## src/rtl/uart_apb_slave_pkg.sv

```systemverilog
// Shared definitions for the UART APB slave: register offsets, bit positions, FSM states.
// Latency: n/a (constants and types only).
// Backpressure: n/a.
package uart_apb_pkg;

    // Word offsets, as decoded from paddr[3:2]
    localparam logic [1:0] ADDR_DATA = 2'd0;
    localparam logic [1:0] ADDR_STAT = 2'd1;
    localparam logic [1:0] ADDR_DIV  = 2'd2;
    localparam logic [1:0] ADDR_IE   = 2'd3;

    // STATUS register bit positions
    localparam int STAT_RX_EMPTY = 0;
    localparam int STAT_TX_FULL  = 1;
    localparam int STAT_TX_OVF   = 2;
    localparam int STAT_RX_UDF   = 3;

    // IE register bit positions
    localparam int IE_RX  = 0;
    localparam int IE_TX  = 1;
    localparam int IE_ERR = 2;

    typedef enum logic [1:0] {
        IDLE = 2'd0,
        POP  = 2'd1,
        CAP  = 2'd2,
        RESP = 2'd3
    } state_t;

endpackage

```

## src/rtl/uart_apb_slave_if.sv

```systemverilog
// APB3 bus bundle between a master and the UART register slave.
// Latency: n/a (wiring only).
// Backpressure: slave stretches transfers by holding pready low.
// Ports: psel/penable/pwrite/paddr/pwdata from master; prdata/pready/pslverr from slave.
interface uart_apb_slave_if #(
    parameter int DBIT = 8
);
    logic            psel;
    logic            penable;
    logic            pwrite;
    logic [3:0]      paddr;
    logic [DBIT-1:0] pwdata;
    logic [DBIT-1:0] prdata;
    logic            pready;
    logic            pslverr;

    modport master (
        output psel, penable, pwrite, paddr, pwdata,
        input  prdata, pready, pslverr
    );

    modport slave (
        input  psel, penable, pwrite, paddr, pwdata,
        output prdata, pready, pslverr
    );
endinterface

```

## src/rtl/uart_apb_slave.sv

```systemverilog
// APB3 register slave fronting the UART: TX push / RX pop strobes, baud divisor, sticky errors, irq.
// Latency: pready 1 cycle after the access phase; 3 cycles for a DATA read that pops the RX FIFO.
// Backpressure: one transfer in flight; new accesses are only accepted in IDLE.
// Ports: clk, reset_n (async low); apb (slave modport); w_data/wr_uart and rd_uart/r_data to the
//        uart FIFOs; rx_empty/tx_full FIFO status; uart_paddr, timer_final_value, irq outputs.
module uart_apb_slave
    import uart_apb_pkg::*;
#(
    parameter int              DBIT        = 8,
    parameter logic [DBIT-1:0] DEFAULT_DIV = DBIT'(162)
) (
    input  logic                 clk,
    input  logic                 reset_n,
    uart_apb_slave_if.slave      apb,
    output logic [DBIT-1:0]      w_data,
    output logic                 wr_uart,
    output logic                 rd_uart,
    input  logic [DBIT-1:0]      r_data,
    input  logic                 rx_empty,
    input  logic                 tx_full,
    output logic [1:0]           uart_paddr,
    output logic [DBIT-1:0]      timer_final_value,
    output logic                 irq
);

    state_t          state_q, state_d;
    logic [DBIT-1:0] prdata_q, prdata_d;
    logic            pready_q, pready_d;
    logic            pslverr_q, pslverr_d;
    logic [DBIT-1:0] w_data_q, w_data_d;
    logic            wr_uart_q, wr_uart_d;
    logic            rd_uart_q, rd_uart_d;
    logic [1:0]      uart_paddr_q, uart_paddr_d;
    logic [DBIT-1:0] div_q, div_d;
    logic [2:0]      ie_q, ie_d;
    logic            tx_ovf_q, tx_ovf_d;
    logic            rx_udf_q, rx_udf_d;
    logic            irq_q, irq_d;

    logic            tx_ovf_set, rx_udf_set;
    logic            tx_ovf_clr, rx_udf_clr;
    logic [DBIT-1:0] status_val;
    logic [DBIT-1:0] ie_val;
    logic [1:0]      unused_paddr_lo;

    // Byte-lane bits of the address are ignored
    assign unused_paddr_lo = apb.paddr[1:0];

    always_comb begin
        status_val                = '0;
        status_val[STAT_RX_EMPTY] = rx_empty;
        status_val[STAT_TX_FULL]  = tx_full;
        status_val[STAT_TX_OVF]   = tx_ovf_q;
        status_val[STAT_RX_UDF]   = rx_udf_q;
        ie_val                    = '0;
        ie_val[2:0]               = ie_q;
    end

    always_comb begin
        state_d      = state_q;
        prdata_d     = prdata_q;
        pready_d     = 1'b0;
        pslverr_d    = 1'b0;
        w_data_d     = w_data_q;
        wr_uart_d    = 1'b0;
        rd_uart_d    = 1'b0;
        uart_paddr_d = uart_paddr_q;
        div_d        = div_q;
        ie_d         = ie_q;
        tx_ovf_set   = 1'b0;
        rx_udf_set   = 1'b0;
        tx_ovf_clr   = 1'b0;
        rx_udf_clr   = 1'b0;

        case (state_q)
            IDLE: begin
                if (apb.psel && apb.penable) begin
                    uart_paddr_d = apb.paddr[3:2];
                    // Default: plain access answered in the next cycle
                    state_d      = RESP;
                    pready_d     = 1'b1;
                    case (apb.paddr[3:2])
                        ADDR_DATA: begin
                            if (apb.pwrite) begin
                                if (tx_full) begin
                                    tx_ovf_set = 1'b1;
                                    pslverr_d  = 1'b1;
                                end else begin
                                    wr_uart_d = 1'b1;
                                    w_data_d  = apb.pwdata;
                                end
                            end else if (rx_empty) begin
                                prdata_d   = '0;
                                rx_udf_set = 1'b1;
                                pslverr_d  = 1'b1;
                            end else begin
                                // Pop now, capture r_data a cycle later, answer after that
                                rd_uart_d = 1'b1;
                                pready_d  = 1'b0;
                                state_d   = POP;
                            end
                        end
                        ADDR_STAT: begin
                            if (apb.pwrite) begin
                                tx_ovf_clr = apb.pwdata[STAT_TX_OVF];
                                rx_udf_clr = apb.pwdata[STAT_RX_UDF];
                            end else begin
                                prdata_d = status_val;
                            end
                        end
                        ADDR_DIV: begin
                            if (apb.pwrite) div_d    = apb.pwdata;
                            else            prdata_d = div_q;
                        end
                        ADDR_IE: begin
                            if (apb.pwrite) ie_d     = apb.pwdata[2:0];
                            else            prdata_d = ie_val;
                        end
                        default: ;
                    endcase
                end
            end
            POP: begin
                state_d = CAP;
            end
            CAP: begin
                prdata_d = r_data;
                pready_d = 1'b1;
                state_d  = RESP;
            end
            RESP: begin
                state_d = IDLE;
            end
            default: begin
                state_d = IDLE;
            end
        endcase

        // Set wins over a simultaneous W1C clear
        tx_ovf_d = tx_ovf_set | (tx_ovf_q & ~tx_ovf_clr);
        rx_udf_d = rx_udf_set | (rx_udf_q & ~rx_udf_clr);

        irq_d = (ie_q[IE_RX]  & ~rx_empty) |
                (ie_q[IE_TX]  & ~tx_full)  |
                (ie_q[IE_ERR] & (tx_ovf_q | rx_udf_q));
    end

    always_ff @(posedge clk or negedge reset_n) begin
        if (!reset_n) begin
            state_q      <= IDLE;
            prdata_q     <= '0;
            pready_q     <= 1'b0;
            pslverr_q    <= 1'b0;
            w_data_q     <= '0;
            wr_uart_q    <= 1'b0;
            rd_uart_q    <= 1'b0;
            uart_paddr_q <= 2'b00;
            div_q        <= DEFAULT_DIV;
            ie_q         <= 3'b000;
            tx_ovf_q     <= 1'b0;
            rx_udf_q     <= 1'b0;
            irq_q        <= 1'b0;
        end else begin
            state_q      <= state_d;
            prdata_q     <= prdata_d;
            pready_q     <= pready_d;
            pslverr_q    <= pslverr_d;
            w_data_q     <= w_data_d;
            wr_uart_q    <= wr_uart_d;
            rd_uart_q    <= rd_uart_d;
            uart_paddr_q <= uart_paddr_d;
            div_q        <= div_d;
            ie_q         <= ie_d;
            tx_ovf_q     <= tx_ovf_d;
            rx_udf_q     <= rx_udf_d;
            irq_q        <= irq_d;
        end
    end

    assign apb.prdata        = prdata_q;
    assign apb.pready        = pready_q;
    assign apb.pslverr       = pslverr_q;
    assign w_data            = w_data_q;
    assign wr_uart           = wr_uart_q;
    assign rd_uart           = rd_uart_q;
    assign uart_paddr        = uart_paddr_q;
    assign timer_final_value = div_q;
    assign irq               = irq_q;

endmodule

```

## src/flat_wrapper.sv

```systemverilog
// flat-port wrapper written by rule: the top's interface ports become plain ports
module uart_apb_slave_flat import uart_apb_pkg::*;
#(
    parameter int              DBIT        = 8,
    parameter logic [DBIT-1:0] DEFAULT_DIV = DBIT'(162)
)
  (clk, reset_n, w_data, wr_uart, rd_uart, r_data, rx_empty, tx_full, uart_paddr, timer_final_value, irq, apb_psel, apb_penable, apb_pwrite, apb_paddr, apb_pwdata, apb_prdata, apb_pready, apb_pslverr);
  uart_apb_slave_if #(.DBIT(DBIT)) apb_i ();
  input  logic clk;
  input  logic reset_n;
  output logic [DBIT-1:0] w_data;
  output logic wr_uart;
  output logic rd_uart;
  input  logic [DBIT-1:0] r_data;
  input  logic rx_empty;
  input  logic tx_full;
  output logic [1:0] uart_paddr;
  output logic [DBIT-1:0] timer_final_value;
  output logic irq;
  input wire logic [$bits(apb_i.psel)-1:0] apb_psel;
  input wire logic [$bits(apb_i.penable)-1:0] apb_penable;
  input wire logic [$bits(apb_i.pwrite)-1:0] apb_pwrite;
  input wire logic [$bits(apb_i.paddr)-1:0] apb_paddr;
  input wire logic [$bits(apb_i.pwdata)-1:0] apb_pwdata;
  output wire logic [$bits(apb_i.prdata)-1:0] apb_prdata;
  output wire logic [$bits(apb_i.pready)-1:0] apb_pready;
  output wire logic [$bits(apb_i.pslverr)-1:0] apb_pslverr;
  assign apb_i.psel = apb_psel;
  assign apb_i.penable = apb_penable;
  assign apb_i.pwrite = apb_pwrite;
  assign apb_i.paddr = apb_paddr;
  assign apb_i.pwdata = apb_pwdata;
  assign apb_prdata = apb_i.prdata;
  assign apb_pready = apb_i.pready;
  assign apb_pslverr = apb_i.pslverr;
  uart_apb_slave #(.DBIT(DBIT), .DEFAULT_DIV(DEFAULT_DIV)) u_core (.clk(clk), .reset_n(reset_n), .apb(apb_i), .w_data(w_data), .wr_uart(wr_uart), .rd_uart(rd_uart), .r_data(r_data), .rx_empty(rx_empty), .tx_full(tx_full), .uart_paddr(uart_paddr), .timer_final_value(timer_final_value), .irq(irq));
endmodule
```

## config.mk

```make
export PLATFORM = sky130hd
export DESIGN_NAME = uart_apb_slave_flat
export DESIGN_NICKNAME = d
export VERILOG_FILES = /design/src/rtl/uart_apb_slave_pkg.sv /design/src/rtl/uart_apb_slave_if.sv /design/src/rtl/uart_apb_slave.sv /design/src/flat_wrapper.sv
export SDC_FILE = /design/constraint.sdc
export NUM_CORES = 1
export LEC_CHECK = 0
export CAP_MARGIN = 20
export CORE_AREA = 2 2 71 73
export CTS_CLUSTER_DIAMETER = 150
export DETAILED_ROUTE_END_ITERATION = 16
export DIE_AREA = 0 0 73 75
export PLACE_DENSITY = 0.71
export SLEW_MARGIN = 5
export SYNTH_ARGS = -nofsm -noshare
export SYNTH_HDL_FRONTEND = slang
export SYNTH_SLANG_ARGS = --single-unit
```

## constraint.sdc

```tcl
create_clock -name clk -period 2.9 [get_ports clk]
set_input_delay 0.58 -clock clk [delete_from_list [all_inputs] [get_ports clk]]
set_output_delay 0.58 -clock clk [all_outputs]
set_load 0.01 [all_outputs]
```

Word-level counts from Yosys, hierarchy flattened
Cells that the tools add are included.
{ "word_totals": {"output_inout_bits": 31, "regBits": 38, "in_bits": 27, "wordCells": 97} }
{ "classes": {"reduce_logical": 9, "bitwise": 14, "mux": 49, "eq_ne": 12} }
{ "ops": {"columns": ["cell", "n"], "rows": [
  ["two-way mux 8 bit", 6],
  ["two-way mux 1 bit", 35],
  ["case mux 8 bit (4 select lines)", 1],
  ["case mux 8 bit (2 select lines)", 1],
  ["inequality test 3 bit (second input constant)", 5],
  ["== test 2 bit (second input constant)", 4],
  ["two-way mux 2 bit", 4],
  ["case mux 2 bit (4 select lines)", 1],
  ["AND reduction 4 bit", 2],
  ["AND reduction 7 bit", 1],
  ["AND 1 bit", 5],
  ["OR 1 bit", 5],
  ["AND reduction 5 bit", 1],
  ["== test 2 x 1 -> 1 bit (second input constant)", 2],
  ["zero test 2 bit", 2],
  ["inverter 1 bit", 4],
  ["inequality test 2 x 1 -> 1 bit (second input constant)", 1],
  ["case mux 1 bit (2 select lines)", 1],
  ["AND reduction 2 bit", 1],
  ["nonzero test 2 bit", 1],
  ["logical AND 1 bit", 1]
]} }

Longest topological paths before layout
{ "logic_depth": {"depth_word": 7, "mapped_depth": 7, "ltp_nobuf": 5} }

Worst setup path before layout
Ideal clock, no wire load.
{ "synth_timing": {"kind": "reg2reg", "start": "register u_core.state_q[0]", "end": "register u_core.prdata_q[0] (netlist: u_core.apb.prdata[0])", "required_ns": 2.775, "arrival_ns": 1.761, "setup_slack_ns": 1.014, "stages_incl_launch_ff": 7, "setup_ns": 0.125, "path_buffers": 1, "synth_period_minus_slack_ns": 1.886, "path_cell_list": "dfrtp_1 > inv_1 > ha_1 > buf_2 > nand3_1 > o32ai_4 > mux2_2"} }
{ "synth_via": {"elab_chain_len": 3, "word_cells_on_any_way": 11, "classes_between": "eq/ne (7); mux (1); reduce/logical (3)"} }
{ "synth_lines": {"columns": ["element", "line", "rtl"], "rows": [
  ["start, declared", "uart_apb_slave.sv:26", "state_t state_q, state_d;"],
  ["start signal, assigned", "uart_apb_slave.sv:164", "state_q <= state_d;"],
  ["zero test 2 bit / == test 2 bit (equally long branches)", "uart_apb_slave.sv:75", "case (state_q)"],
  ["inequality test 3 bit (no line), or another cell as far along", null, null],
  ["AND reduction 7 bit (no line)", null, null],
  ["end signal, assigned", "uart_apb_slave.sv:165", "prdata_q <= prdata_d;"],
  ["end, declared", "uart_apb_slave.sv:27", "logic [DBIT-1:0] prdata_q, prdata_d;"]
]} }
Several ways; a longest one is shown, not always the timed one.
A chain may end at the register's enable or synchronous reset.

Final worst setup path
{ "layout_timing": {"start": "register u_core.state_q[0]", "end": "register u_core.prdata_q[2] (netlist: u_core.apb.prdata[2])"} }
Same word-level chain as after synthesis.

==> flow_summary_export.csv <==
group,metric,value,unit
detailed_routing,drtPass1Iterations,4,
clock_network,clock_tree_from_tritoncts,"built",
setup_path,timing_worst_setup_path_type,"reg2reg",
detailed_routing,post-route-drc-count,0,
timing,fraction_of_the_cycle_the_final_worst_path_needs,76.4,%
setup_path,cp-end-kind,"flip-flop",
place,port_buffers,55,
pwr,clkPwrFrac,17.3,%
pwr,peakVddDrop,0.336,mV
finish,fraction_of_layout_cells_with_a_size_suffix_above_1,23.9,%
timing,final-max-slew-violation-count,0,
setup_path,worst-path-max-fanout,8,
timing,maxClockFrequency,451,MHz
pwr,power.leakage,1.11,nW
place,finalWeightedCongestion,0.894,
timing,setup-tns-final,0,ns
finish,sequential_standard_cell_area,955,µm²
hold_path,hold_path_class,"in2async",
logic_synthesis,synth_async_sr_flop_share,100,%
grt,grt_first_pass_wirelength,6.98,mm
timing,least_margin_pin_slew,0.842,ns
finish,final.fill_count,387,
timing,fin_worst_hold_slack,0.386,ns
finish,final_cell_area,0.00251,mm²
finish,nNetsFinal,229,
place,placement.cell_area,0.00242,mm²
pwr,p_int,1.45,mW
timing,finalClockSkew,0.00581,ns
grt,grt_pass1_vias,1431,
grt,total_overflow_reported_by_the_global_router,0,
grt,antenna_violations_before_repair,0,
floorplanning,die_width,73,µm
floorplanning,die-area,0.00548,mm²
status,run_status,"completed",
logic_synthesis,yosys_most_used_dff,"dfrtp_1",
timing,hold_viol,0,
detailed_routing,initial_drt_markers,64,
timing,finalSetupViolations,0,
grt,grt_start_max_net_pins,39,
clock_network,cts_root_buf,"clkbuf_8",
floorplanning,fp.dieH,75,µm
clock_network,number_of_sinks_driven_by_the_clock_tree,38,
pwr,sw_frac_of_total,31.5,%
logic_synthesis,postSynthRegisterBits,38,
logic_synthesis,synth_cells,142,
clock_network,worst_skew_pair_later_pin_latency,0.29,ns
finish,multi_input_logic_area,800,µm²
pwr,power_switching,0.668,mW
logic_synthesis,yosysSeqAreaShare,52.6,%
clock_network,cts_max_path_buffers,2,
pwr,power.combinational.fraction,43.3,%
logic_synthesis,synth.cell_area,0.00182,mm²
pwr,total_power,2.12,mW
floorplanning,rows,25,
timing,maxSlewHeadroom,43.9,%
clock_network,worst_setup_hold_path_clk_slew,0.07,ns
logic_synthesis,synth_cell_type_count,34,
floorplanning,initial_core_util,39.0,%
setup_path,data_arrival_time_of_the_worst_path,2.39,ns
timing,final_period_minus_worst_setup_slack,2.21,ns
logic_synthesis,syn-mean-instance-area,12.8,µm²
run,timing.max_cap.violations,0,
floorplanning,core,0.00466,mm²
setup_path,worstSetupStartpointType,"flip-flop",
timing,rsz0062_at_grt,"no",
finish,antenna_cells,0,
detailed_routing,drtAntennaViolNets,0,
clock_network,cts_inserted_buffers,5,
logic_synthesis,post_syn_nets,171,
clock_network,cts_repair_resize_count,0,
setup_path,required,3.08,ns
detailed_routing,post_drt_via_cell_ratio,5.22,
clock_network,level_count_of_the_clock_h_tree,2,
grt,grt_use_total,17.4,%
detailed_routing,wl,4.27,mm
clock_network,postCtsSetupBuffers,0,
place,place.detailed.hpwl,3.19,mm
logic_synthesis,yosysWarnings,0,
detailed_routing,detail_route.wl_per_cell,16.7,µm
pwr,seq_power_share,39.4,%
detailed_routing,vias,1331,
floorplanning,num_io_pins,58,
logic_synthesis,synth-edff-count,0,
pwr,cellPowerDensity,846,mW/mm²
finish,syn_to_final_growth,38.1,%
clock_network,hold_buffers,0,
critical path, cell delays in order (launching register included):
cell	delay, ns
dfrtp_1	0.36
inv_1	0.09
ha_1	0.39
nand3_1	0.32
o32ai_4	0.55
mux2_2	0.40
power by group through the flow:
stage	Clock [mW]	Sequential [mW]	Combinational, mW
floorplan	0	0.892	0.435
global placement	0	0.839	0.897
detailed placement	0	0.848	0.928
CTS	0.381	0.839	0.931
global route	0.406	0.862	1.00
finish	0.368	0.836	0.918
flip-flops by register name, indices dropped and copies added (netlist names):
name                      count
u_core.rx_udf_q               1
u_core.irq                    1
u_core.apb.prdata             8
u_core.state_q                2
u_core.tx_ovf_q               1
u_core.ie_q                   3
u_core.timer_final_value      8
u_core.uart_paddr             2
u_core.w_data                 8
u_core.apb.pready             1
u_core.apb.pslverr            1
u_core.wr_uart                1
u_core.rd_uart                1
kinds of logic after synthesis:
logic type	Yosys count	share of synthesized area [%]
and+or+nand+nor	38	12.7
DFF	38	52.6
muxes	35	23.0
AOI/OAI and AO/OA	15	7.03
buffers and inverters	14	3.38
adders and majority gates	2	1.38
worst paths after layout:
path                            depth (start not counted)  slack, ns              start                     endpoint
worst max-delay path                                    5       0.69  u_core.state_q[0]         u_core.apb.prdata[2]
worst min-delay path                                    1       0.39            reset_n             u_core.w_data[2]
worst max register to register                          5       0.69  u_core.state_q[0]         u_core.apb.prdata[2]
worst min register to register                          1       0.51   u_core.w_data[0]             u_core.w_data[0]
max in group asynchronous                               1       1.97            reset_n  u_core.timer_final_value[2]
min in group clk                                        1       0.51   u_core.w_data[0]             u_core.w_data[0]
layout make-up:
cell class | count | share of cell area [%]
flip-flops and latches | 38 | 38.1
multi-input cells | 90 | 31.9
repair buffers | 58 | 22.7
clock buffers | 7 | 3.44
well taps | 54 | 2.69
inverters | 7 | 1.05
clock inverters | 1 | 0.200
cell usage after synthesis (4+ instances only):
cell type | number | area share [%]
clkbuf_1 | 5 | 1.0
dfrtp_1 | 35 | 48
inv_1 | 7 | 1.4
mux2_2 | 21 | 13
mux2_4 | 8 | 6.6
mux2i_1 | 6 | 3.3
nand2_1 | 11 | 2.3
nand2b_1 | 7 | 2.4
o21ai_0 | 6 | 1.7
o221ai_1 | 4 | 1.9
per-layer routing:
metal	GRT usage (%)	share of wire, %
met2	28.8	50
met3	5.49	5.5
met1	20.1	42
met5	0	0
met4	9.88	2.4
placed cells by master, fill, tap and decap left out, types with 3 or more instances in the layout:
| cell | n |
|---|---|
| clkdlybuf4s50_1 | 54 |
| dfrtp_1 | 35 |
| mux2_2 | 21 |
| nand2_1 | 11 |
| mux2_4 | 8 |
| inv_1 | 7 |
| nand2b_1 | 7 |
| o21ai_0 | 6 |
| mux2i_1 | 6 |
| clkbuf_8 | 6 |
| o221ai_1 | 4 |
| nor2_1 | 3 |
| nand3b_1 | 3 |
| buf_4 | 3 |
| dfstp_2 | 3 |
per-stage QoR:
stage | setup WS, ns | util (%) | std cells
after floorplan | 1.01 | - | 142
after global placement | 0.485 | 51.8 | 247
after detailed placement | 0.389 | 51.8 | 247
after CTS | 0.657 | 53.8 | 255
after global routing | 0.511 | 53.8 | 255
final | 0.685 | 53.8 | 255
No activity file was read; power rests on OpenSTA's default activity.
